$ cat src/rtl/program_loader_pkg.sv
// Shared types and constants for the program image loader.
// Header is a 16-bit big-endian word count; payload words are big-endian.
package program_loader_pkg;

  typedef enum logic [2:0] {
    IDLE,
    HDR_HI,
    HDR_LO,
    DATA,
    WRITE,
    DONE,
    ERROR
  } state_t;

  localparam int WORD_BYTES   = 4;
  localparam int HEADER_BYTES = 2;

  // A header is usable only if it asks for at least one word and no more than the memory holds.
  function automatic logic count_legal(input logic [15:0] cnt, input int unsigned max_words);
    return (cnt != 16'd0) && (32'(cnt) <= max_words);
  endfunction

endpackage

$ cat src/rtl/program_loader_byte_word_packer.sv
// Collects stream bytes MSB-first into a word.
// word_full flags the cycle whose accepted byte completes the word.
module program_loader_byte_word_packer
  import program_loader_pkg::*;
(
  input  logic        clk,
  input  logic        reset_n,
  input  logic        clear,
  input  logic        shift_en,
  input  logic [7:0]  byte_data,
  output logic        word_full,
  output logic [31:0] word
);

  localparam int IDX_W = $clog2(WORD_BYTES);

  logic [IDX_W-1:0]              idx;
  logic [8*(WORD_BYTES-1)-1:0]   shreg;

  // The incoming byte lands in the low lane combinationally so the full word is
  // available on the same edge that accepts its last byte.
  assign word      = {shreg, byte_data};
  assign word_full = shift_en && (idx == IDX_W'(WORD_BYTES - 1));

  always_ff @(posedge clk or negedge reset_n) begin
    if (!reset_n) begin
      idx   <= '0;
      shreg <= '0;
    end else if (clear) begin
      idx   <= '0;
      shreg <= '0;
    end else if (shift_en) begin
      shreg <= word[8*(WORD_BYTES-1)-1:0];
      idx   <= word_full ? '0 : idx + IDX_W'(1);
    end
  end

endmodule

$ cat src/rtl/program_loader.sv
// Streams a length-prefixed byte image into instruction memory and holds the
// processor in reset until every word has been written.
//
// state  | meaning
// IDLE   | waiting for start, cpu held
// HDR_HI | taking count[15:8]
// HDR_LO | taking count[7:0], validating count
// DATA   | collecting the 4 bytes of a word
// WRITE  | one-cycle memory write strobe
// DONE   | load complete, cpu released
// ERROR  | header rejected, cpu held
module program_loader
  import program_loader_pkg::*;
#(
  parameter logic [31:0] BASE_ADDR = 32'h0000_0000,
  parameter int unsigned MAX_WORDS = 256
) (
  input  logic        clk,
  input  logic        reset_n,
  input  logic        start,
  input  logic [7:0]  byte_data,
  input  logic        byte_valid,
  output logic        byte_ready,
  output logic [31:0] mem_addr,
  output logic [31:0] mem_wdata,
  output logic        mem_write,
  output logic        cpu_hold,
  output logic        done,
  output logic        error
);

  state_t                          state;
  logic [8*(HEADER_BYTES-1)-1:0]   count_hi;
  logic [15:0]                     count;
  logic [15:0]                     words_left;
  logic                            accept;
  logic                            packer_clear;
  logic                            packer_shift;
  logic                            word_full;
  logic [31:0]                     word;

  assign accept       = byte_valid && byte_ready;
  assign count        = {count_hi, byte_data};
  assign packer_clear = (state == HDR_LO) && accept;
  assign packer_shift = (state == DATA) && accept;

  program_loader_byte_word_packer u_byte_word_packer (
    .clk       (clk),
    .reset_n   (reset_n),
    .clear     (packer_clear),
    .shift_en  (packer_shift),
    .byte_data (byte_data),
    .word_full (word_full),
    .word      (word)
  );

  always_ff @(posedge clk or negedge reset_n) begin
    if (!reset_n) begin
      state      <= IDLE;
      byte_ready <= 1'b0;
      mem_addr   <= BASE_ADDR;
      mem_wdata  <= '0;
      mem_write  <= 1'b0;
      cpu_hold   <= 1'b1;
      done       <= 1'b0;
      error      <= 1'b0;
      count_hi   <= '0;
      words_left <= '0;
    end else begin
      case (state)
        IDLE, DONE, ERROR: begin
          if (start) begin
            state      <= HDR_HI;
            byte_ready <= 1'b1;
            cpu_hold   <= 1'b1;
            done       <= 1'b0;
            error      <= 1'b0;
            mem_addr   <= BASE_ADDR;
          end
        end

        HDR_HI: begin
          if (accept) begin
            count_hi <= byte_data;
            state    <= HDR_LO;
          end
        end

        HDR_LO: begin
          if (accept) begin
            if (count_legal(count, MAX_WORDS)) begin
              words_left <= count;
              state      <= DATA;
            end else begin
              byte_ready <= 1'b0;
              error      <= 1'b1;
              state      <= ERROR;
            end
          end
        end

        DATA: begin
          if (accept && word_full) begin
            byte_ready <= 1'b0;
            mem_write  <= 1'b1;
            mem_wdata  <= word;
            state      <= WRITE;
          end
        end

        WRITE: begin
          mem_write  <= 1'b0;
          mem_addr   <= mem_addr + 32'd4;
          words_left <= words_left - 16'd1;
          if (words_left == 16'd1) begin
            cpu_hold <= 1'b0;
            done     <= 1'b1;
            state    <= DONE;
          end else begin
            byte_ready <= 1'b1;
            state      <= DATA;
          end
        end

        default: begin
          state      <= IDLE;
          byte_ready <= 1'b0;
          mem_write  <= 1'b0;
        end
      endcase
    end
  end

endmodule
$ cat config.mk
export PLATFORM = sky130hd
export DESIGN_NAME = program_loader
export DESIGN_NICKNAME = d
export VERILOG_FILES = /design/src/rtl/program_loader_pkg.sv /design/src/rtl/program_loader_byte_word_packer.sv /design/src/rtl/program_loader.sv
export SDC_FILE = /design/constraint.sdc
export NUM_CORES = 1
export LEC_CHECK = 0
export BUFFER_PORTS_ARGS = -buffer_cell sky130_fd_sc_hd__buf_2
export CORE_MARGIN = 5
export CORE_UTILIZATION = 35
export CTS_CLUSTER_DIAMETER = 30
export DETAILED_ROUTE_END_ITERATION = 16
export MAX_ROUTING_LAYER = met4
export PLACE_DENSITY_LB_ADDON = 0.2
export SYNTH_ARGS = -nofsm -noshare
export SYNTH_HDL_FRONTEND = slang
export SYNTH_SLANG_ARGS = --single-unit
$ cat constraint.sdc
create_clock -name clk -period 6.3 [get_ports clk]
set_input_delay 0.63 -clock clk [delete_from_list [all_inputs] [get_ports clk]]
set_output_delay 0.63 -clock clk [all_outputs]
set_load 0.005 [all_outputs]
== Word level (Yosys, flattened, before mapping) ==
Index checks and enable logic that the tools add are counted.
Word-level totals
  word-level logic and storage cells: 90
  output and inout bits: 69
  input bits: 12
  flip-flop bits (word level): 122
Cells by class
  bitwise operators: 2
  mux-type cells: 33
  equal/unequal tests: 16
  reduce and logical (&&, ||, !) cells: 23
  order comparisons: 1
  add/sub/neg operators: 3
Operator list (number)
  $pmux W32 S2: 1
  $mux W24: 2
  $add A32 B3 Y32 const B: 1
  $mux W16: 2
  $mux W32: 1
  $pmux W16 S2: 1
  $mux W3: 6
  $eq A16 B1 Y1 const B: 1
  $le A16 B9 Y1 const B: 1
  $reduce_bool A16 Y1: 1
  $sub A16 B1 Y16 const B: 1
  $pmux W3 S5: 1
  $ne A2 B2 Y1 const B: 6
  $mux W1: 11
  $eq A3 B3 Y1 const B: 3
  $pmux W1 S2: 4
  $reduce_and A2 Y1: 4
  $reduce_and A4 Y1: 2
  $reduce_bool A2 Y1: 4
  $eq A3 B2 Y1 const B: 2
  $logic_and A1 B1 Y1: 6
  $mux W2: 3
  $reduce_and A3 Y1: 2
  $reduce_and A6 Y1: 1
  other kinds (9): 11

== Depth between registers and ports, before layout ==
Gate-level depths: netlist (run 1).
  depth after elaboration: 6
  gate-level depth with buffers: 7
  mapped depth without buffers: 7

== Cells and area by module ==
A second synthesis (run 1) with hierarchy kept.
Second synthesis, totals
  cells, all modules: 537
  area total of the unflattened synthesis: 5680.4 um^2
Modules (own cells, without submodules)
  program_loader: seq. area each 2353.5 um^2, cells an instance 443, area an instance 4526.8 um^2, times used 1
  program_loader_byte_word_packer: seq. area each 650.6 um^2, cells an instance 94, area an instance 1153.6 um^2, times used 1

== Least setup slack after synthesis (run 1) ==
OpenSTA, ideal clock, no wires.
  path type: reg-to-reg
  start: register words_left[0]
  end: register words_left[14]
  slack: 4210 ps
  period minus slack after synthesis: 2090 ps
  library setup time: 126 ps
  required time: 6174 ps
  stages on the path, launching flop included: 8
  arrival: 1964 ps
  buffers on the path: 0
  path through: dfrtp_1 > inv_1 > ha_1 > or3b_1 > or3_1 > nor4_1 > nor2_1 > a221o_1
Between the ends
  longest elaborated chain between the ends: 2
RTL lines
  start, declared: RTL line program_loader.sv:35  | logic [15:0] words_left;
  start signal, assigned: RTL line program_loader.sv:92  | words_left <= count;
  start signal, assigned: RTL line program_loader.sv:114  | words_left <= words_left - 16'd1;
  $sub A16 B1 Y16: RTL line program_loader.sv:114
  $pmux W16 S2: RTL line program_loader.sv:70  | case (state)
Every way passes these cells.
A chain may end at the register's enable or synchronous reset.

== Worst setup path in the final report (run 1) ==
  start: register state[0]
  end: register words_left[0]
Between the ends
  longest elaborated chain between the ends: 3
  elaborated cells on any way between the ends: 7
  those cells by class: eq/ne (4); mux (1); reduce/logical (2)
RTL lines
  start, declared: RTL line program_loader.sv:32  | state_t state;
  start signal, assigned: RTL line program_loader.sv:59  | state <= IDLE;
  start signal, assigned: RTL line program_loader.sv:73  | state <= HDR_HI;
  start signal, assigned: RTL line program_loader.sv:85  | state <= HDR_LO;
  $eq A3 B2 Y1 / $eq A3 B3 Y1 (equally long branches): RTL line program_loader.sv:70
  $ne A2 B1 Y1 (no line) (tied with other cells)
  $reduce_and A3 Y1 (no line)
Several ways; a longest one is shown, not always the timed one.

==> impl_metrics.env, run 1 <==
export IMPL_status="finished, final reports clean"
export IMPL_relSlewSlack=0.358
export IMPL_crit_buf_inv=0
export IMPL_finalHoldViolCount=0
export IMPL_synth_edf_count=0
export IMPL_total_power_mw=2.69
export IMPL_cts_tree="built"
export IMPL_worst_slew_pin_slew_ps=963
export IMPL_path_delay_family="simple AND/OR/NAND/NOR gates"
export IMPL_rsz0062_at_grt="false"
export IMPL_slew_viol_final=0
export IMPL_fin_nets=635
export IMPL_dieArea_um2=18900
export IMPL_yosysWarnings=0
export IMPL_cts_resized=0
export IMPL_holdBufCountCts=0
export IMPL_die_h_um=137
export IMPL_max_clock_freq_ghz=0.366
export IMPL_period_needed_ps=2730
export IMPL_ys_seq_area_frac=0.529
export IMPL_crit_arrival_ps=3020
export IMPL_vias=4596
export IMPL_max_stage_delay_ps=630
export IMPL_finalSetupViolCount=0
export IMPL_netlist_area_um2=5680
export IMPL_final_setup_tns_ps=0
export IMPL_detailed_place_hpwl_um=9170
export IMPL_drv_cap=0
export IMPL_clkSlewWorstSetupHoldPaths_ps=60
export IMPL_drive_gt1_frac=0.271
export IMPL_cts_sinks=120
export IMPL_p_per_area_nw_per_um2=394
export IMPL_grt_pass1_wl_um=23000
export IMPL_async_reset_ff_frac=1.00
export IMPL_holdWs_ps=365
export IMPL_drtIter0Drc=362
export IMPL_clk_latency_ps=420
export IMPL_startpoint_type="register"
export IMPL_area_growth_pct=20.1
export IMPL_finish_instance_area_um2=6820
export IMPL_placed_area_um2=6250
export IMPL_crit_slowest_cell="nand4_1"
export IMPL_end_kind="register"
export IMPL_coreArea_um2=15900
export IMPL_initial_core_util=0.357
export IMPL_gp_congestion=0.812
export IMPL_port_buffers=78
export IMPL_drtAntennaViolNets=0
export IMPL_synthFlopType="dfrtp_1"
export IMPL_critPathKind="register to register"
export IMPL_cp_max_fo=19
export IMPL_grt_antenna_before_repair=1
export IMPL_hp_class="input port to async pin"
export IMPL_synth_distinct_cells=58
export IMPL_overflow=0
export IMPL_ioPinCount=81
export IMPL_clockBufferDepth=2
export IMPL_crit_path_cell_trace="nand2b_1 > nor3_4 > nand4_1 > o31ai_1 > a21oi_1"
export IMPL_ff2ff_setup_slack_ps=3570
export IMPL_cts_root_buf="clkbuf_16"
export IMPL_synthCells=546
export IMPL_htree_levels=4
export IMPL_vias_per_cell=5.42
export IMPL_fp_dieW_um=137
export IMPL_cellLeakagePower_nw=3.20
export IMPL_clock_skew_ps=10.3
export IMPL_required_ps=6590
export IMPL_grtUsageTotal=0.160
export IMPL_drc=0
export IMPL_syn_avg_cell_area_um2=10.4
export IMPL_wl_per_cell_um=16.5
export IMPL_timing_final_crit_share=0.433
export IMPL_post_cts_buffers=0
export IMPL_cts_buffers=17
export IMPL_ir_worst_vdd_mv=0.229
export IMPL_wl_um=14000
export IMPL_grt_start_max_net_pins=77
export IMPL_grt_pass1_vias=4420
export IMPL_ys_ff_latch=120
export IMPL_rows=46
export IMPL_drt_first_pass_iters=6
## cell type report
cell class                      instances  area [µm²]
Clock inverter                         13         124
Antenna cell                            1        2.50
Inverter                               13        48.8
Tap cell                              216         270
Sequential cell                       120        3000
Multi-Input combinational cell        382        2480
Fill cell                            1578        9070
Timing Repair Buffer                   85         445
Clock buffer                           18         439
## placed cells by master (no fill, tap or decap), types with 17 or more instances in the layout
cell type	netlist	layout
a21oi_1	33	33
buf_2	10	77
clkbuf_16	0	17
dfrtp_1	119	119
mux2_2	41	41
nand2_1	59	59
nand3_1	21	21
nor2_1	31	31
nor3_1	18	18
o21ai_0	42	42
## state kept, by name, summed over array words and instances (netlist names), 2 cells and up
register                  cells
state                         3
words_left                   16
u_byte_word_packer.shreg     24
u_byte_word_packer.idx        2
mem_wdata                    32
count_hi                      8
mem_addr                     30
## routing by layer
layer  track usage  wire length (µm)
met1         0.211              6400
met3        0.0416               769
met5             -                 0
met4        0.0676               302
met2         0.235              6500
## power by group
part           internal [mW]  switching (mW)  leakage [nW]
registers              0.952           0.199          1.59
clock network          0.554           0.367         0.269
logic                  0.274           0.341          1.34
total                   1.78           0.906          3.20
## stage by stage
stage,cells,setup WS [ps],util
6_report,848,3570,0.429
5_1_grt,848,3360,0.429
4_1_cts,847,3560,0.429
3_5_place_dp,816,3440,0.394
3_3_place_gp,816,3540,0.394
2_1_floorplan,547,4210,-
## cells in the mapped netlist (all sizes together), types with 3 or more instances
library cell  instances  share of area
a41oi                 4         0.0062
nand2                59          0.039
and3                  5         0.0055
nand2b                6         0.0066
or3b                  3         0.0046
nor3                 21          0.023
o22ai                 3         0.0033
buf                  13          0.013
or3                   6         0.0066
dfrtp               119           0.52
a31oi                16          0.018
mux2                 41          0.081
a22o                 13          0.020
a21oi                33          0.029
o31ai                10          0.013
ha                    4         0.0088
o21ai                42          0.037
nor2                 32          0.022
nand3                21          0.019
mux2i                 4         0.0071
nand4                10          0.012
o41ai                 4         0.0062
and4                  3         0.0046
inv                  13         0.0086
o221ai                4         0.0062
nor4                 11          0.019
clkbuf               19          0.013
## path summary, 6_finish.rpt
path / to / from / cells past startpoint
worst max-delay path: words_left[0] / state[0] / 5
worst min-delay path: mem_wdata[8] / reset_n / 1
worst max register to register: words_left[0] / state[0] / 5
worst min register to register: cpu_hold / cpu_hold / 2
max in group asynchronous: error / reset_n / 2
min in group clk: cpu_hold / cpu_hold / 2
## cells by family after synthesis
logic type | share of synthesized area
AOI/OAI and AO/OA | 0.157
xor gates and xnor gates | 0.00463
adders and majority gates | 0.0106
buffers and inverters | 0.0346
DFF | 0.529
muxes | 0.0884
other | 0.000660
and+or+nand+nor | 0.175
Note: power is estimated with default switching activity, not from simulation.
==> run 2, diff against run 1 <==
==> constraint.sdc (replaced) <==
create_clock -name clk -period 2.5 [get_ports clk]
set_input_delay 0.25 -clock clk [delete_from_list [all_inputs] [get_ports clk]]
set_output_delay 0.25 -clock clk [all_outputs]
set_load 0.005 [all_outputs]
==> impl_metrics.env, run 2 (same netlist as run 1, synthesis figures left out) <==
export IMPL_cts_tree="built"
export IMPL_routed_top_layer="met4"
export IMPL_largest_reg_flops=32
export IMPL_post_cts_buffers=0
export IMPL_timing_final_crit_share=0.930
export IMPL_ff2ff_setup_slack_ps=180
export IMPL_max_clock_freq_ghz=0.430
export IMPL_startpoint_type="register"
export IMPL_drive_gt1_frac=0.281
export IMPL_cellLeakagePower_nw=3.29
export IMPL_clkSlewWorstSetupHoldPaths_ps=60
export IMPL_worst_slew_pin_slew_ps=608
export IMPL_critPathKind="register to register"
export IMPL_vias=4552
export IMPL_fin_nets=646
export IMPL_vias_per_cell=5.29
export IMPL_crit_buf_inv=1
export IMPL_cts_root_buf="clkbuf_16"
export IMPL_gp_congestion=0.859
export IMPL_ioPinCount=81
export IMPL_ir_worst_vdd_mv=0.526
export IMPL_grtUsageTotal=0.161
export IMPL_required_ps=2800
export IMPL_die_h_um=137
export IMPL_wl_um=13800
export IMPL_end_kind="register"
export IMPL_rows=46
export IMPL_clock_skew_ps=13.9
export IMPL_crit_path_cell_trace="inv_1 > ha_1 > or3b_1 > or3_1 > nor4_1 > nor2_1 > a221o_1"
export IMPL_reg_top3="mem_wdata: 32 flops, mem_addr: 30 flops, u_byte_word_packer.shreg: 24 flops"
export IMPL_detailed_place_hpwl_um=9460
export IMPL_max_stage_delay_ps=420
export IMPL_slew_viol_final=0
export IMPL_layout_commonest_cell="dfrtp_1"
export IMPL_initial_core_util=0.357
export IMPL_crit_arrival_ps=2620
export IMPL_cts_sinks=120
export IMPL_cp_max_fo=5
export IMPL_overflow=0
export IMPL_final_setup_tns_ps=0
export IMPL_wl_per_cell_um=16.0
export IMPL_grt_pass1_wl_um=23200
export IMPL_drc=0
export IMPL_drtAntennaViolNets=0
export IMPL_layout_common_cells="dfrtp_1 (119), buf_2 (77), nand2_1 (59), o21ai_0 (42), mux2_2 (41)"
export IMPL_clk_latency_ps=420
export IMPL_p_per_area_nw_per_um2=1000
export IMPL_area_growth_pct=22.9
export IMPL_largest_register="mem_wdata"
export IMPL_route_met3_wl_um=665
export IMPL_clockBufferDepth=2
export IMPL_drt_first_pass_iters=4
export IMPL_grt_antenna_before_repair=1
export IMPL_grt_pass1_vias=4499
export IMPL_hp_class="input port to register"
export IMPL_path_delay_family="simple AND/OR/NAND/NOR gates"
export IMPL_finalSetupViolCount=0
export IMPL_fp_dieW_um=137
export IMPL_cts_buffers=17
export IMPL_drt_met1_wl_um=6320
export IMPL_drtIter0Drc=191
export IMPL_rsz0062_at_grt="false"
export IMPL_grt_start_max_net_pins=55
export IMPL_final_util=0.439
export IMPL_port_buffers=78
export IMPL_crit_slowest_cell="dfrtp_1"
export IMPL_drv_cap=0
export IMPL_dieArea_um2=18900
export IMPL_htree_levels=4
export IMPL_finalHoldViolCount=0
export IMPL_relSlewSlack=0.593
export IMPL_period_needed_ps=2320
export IMPL_wl_met2_um=6650
export IMPL_status="finished, final reports clean"
export IMPL_coreArea_um2=15900
==> run 2: changes by cell type in the layout (fill, tap and decap cells not counted) <==
cell | previous run | this run
buf_4 | 8 | 16
buf_12 | 0 | 2
bufinv_16 | 1 | 3
clkinvlp_4 | 3 | 1
clkbuf_1 | 0 | 1
dlygate4sd3_1 | 0 | 1
==> run 2: power by group <==
part	internal (mW)	leakage, nW	total [mW]	switching (mW)
Combinational	0.723	1.40	1.59	0.864
Sequential	2.39	1.59	2.88	0.493
Clock	1.60	0.298	2.53	0.923
==> run 2: final cells by class <==
| class | count | area (µm²) |
|---|---|---|
| inverters | 13 | 48.8 |
| multi-input cells | 382 | 2480 |
| clock buffers | 19 | 443 |
| flip-flops and latches | 120 | 3000 |
| repair buffers | 96 | 556 |
| clock inverters | 13 | 169 |
| diodes | 1 | 2.50 |
| fillers | 1572 | 8910 |
| well taps | 216 | 270 |
==> run 2: path summary, 6_finish.rpt <==
kind                                    start                      endpoint  depth (start not counted)
worst max-delay path            words_left[0]                words_left[14]                          7
worst min-delay path             byte_data[4]   u_byte_word_packer.shreg[4]                          2
worst max register to register  words_left[0]                words_left[14]                          7
worst min register to register       cpu_hold                      cpu_hold                          2
max in group asynchronous             reset_n                 words_left[8]                          3
min in group asynchronous             reset_n  u_byte_word_packer.shreg[15]                          2
==> run 2: repair_timing <==
action	in CTS	in global routing
gates resized for setup	0	0
hold buffers	1	0
hold endpoints to repair	30	0
==> run 2: routing by layer <==
metal / vias up / GRT usage
met2: 90 / 0.253
met5: - / -
met4: 0 / 0.0482
met3: 13 / 0.0508
li1: 2185 / -
met1: 2264 / 0.201
==> run 2: metrics by stage <==
step / cells / hold WS (ps) / power, mW / cell area, µm² / worst slack, ps
after floorplan: 547 / -45.6 / 3.94 / 5680 / 410
after CTS: 859 / 130 / 7.09 / 6980 / 215
after detailed placement: 826 / 233 / 4.51 / 6350 / 218
after global placement: 826 / 227 / 4.44 / 6350 / 301
after global routing: 860 / 132 / 7.43 / 6980 / 41.1
final: 860 / 144 / 6.99 / 6980 / 176
==> run 2: worst register-to-register path: cells and delay by family, from the launching register on <==
| family | cells | cell delay, ps |
|---|---|---|
| AOI/OAI and AO/OA | 1 | 250 |
| adders and majority gates | 1 | 210 |
| and+or+nand+nor | 4 | 1190 |
| buffers and inverters | 1 | 140 |
| DFF | 1 | 420 |
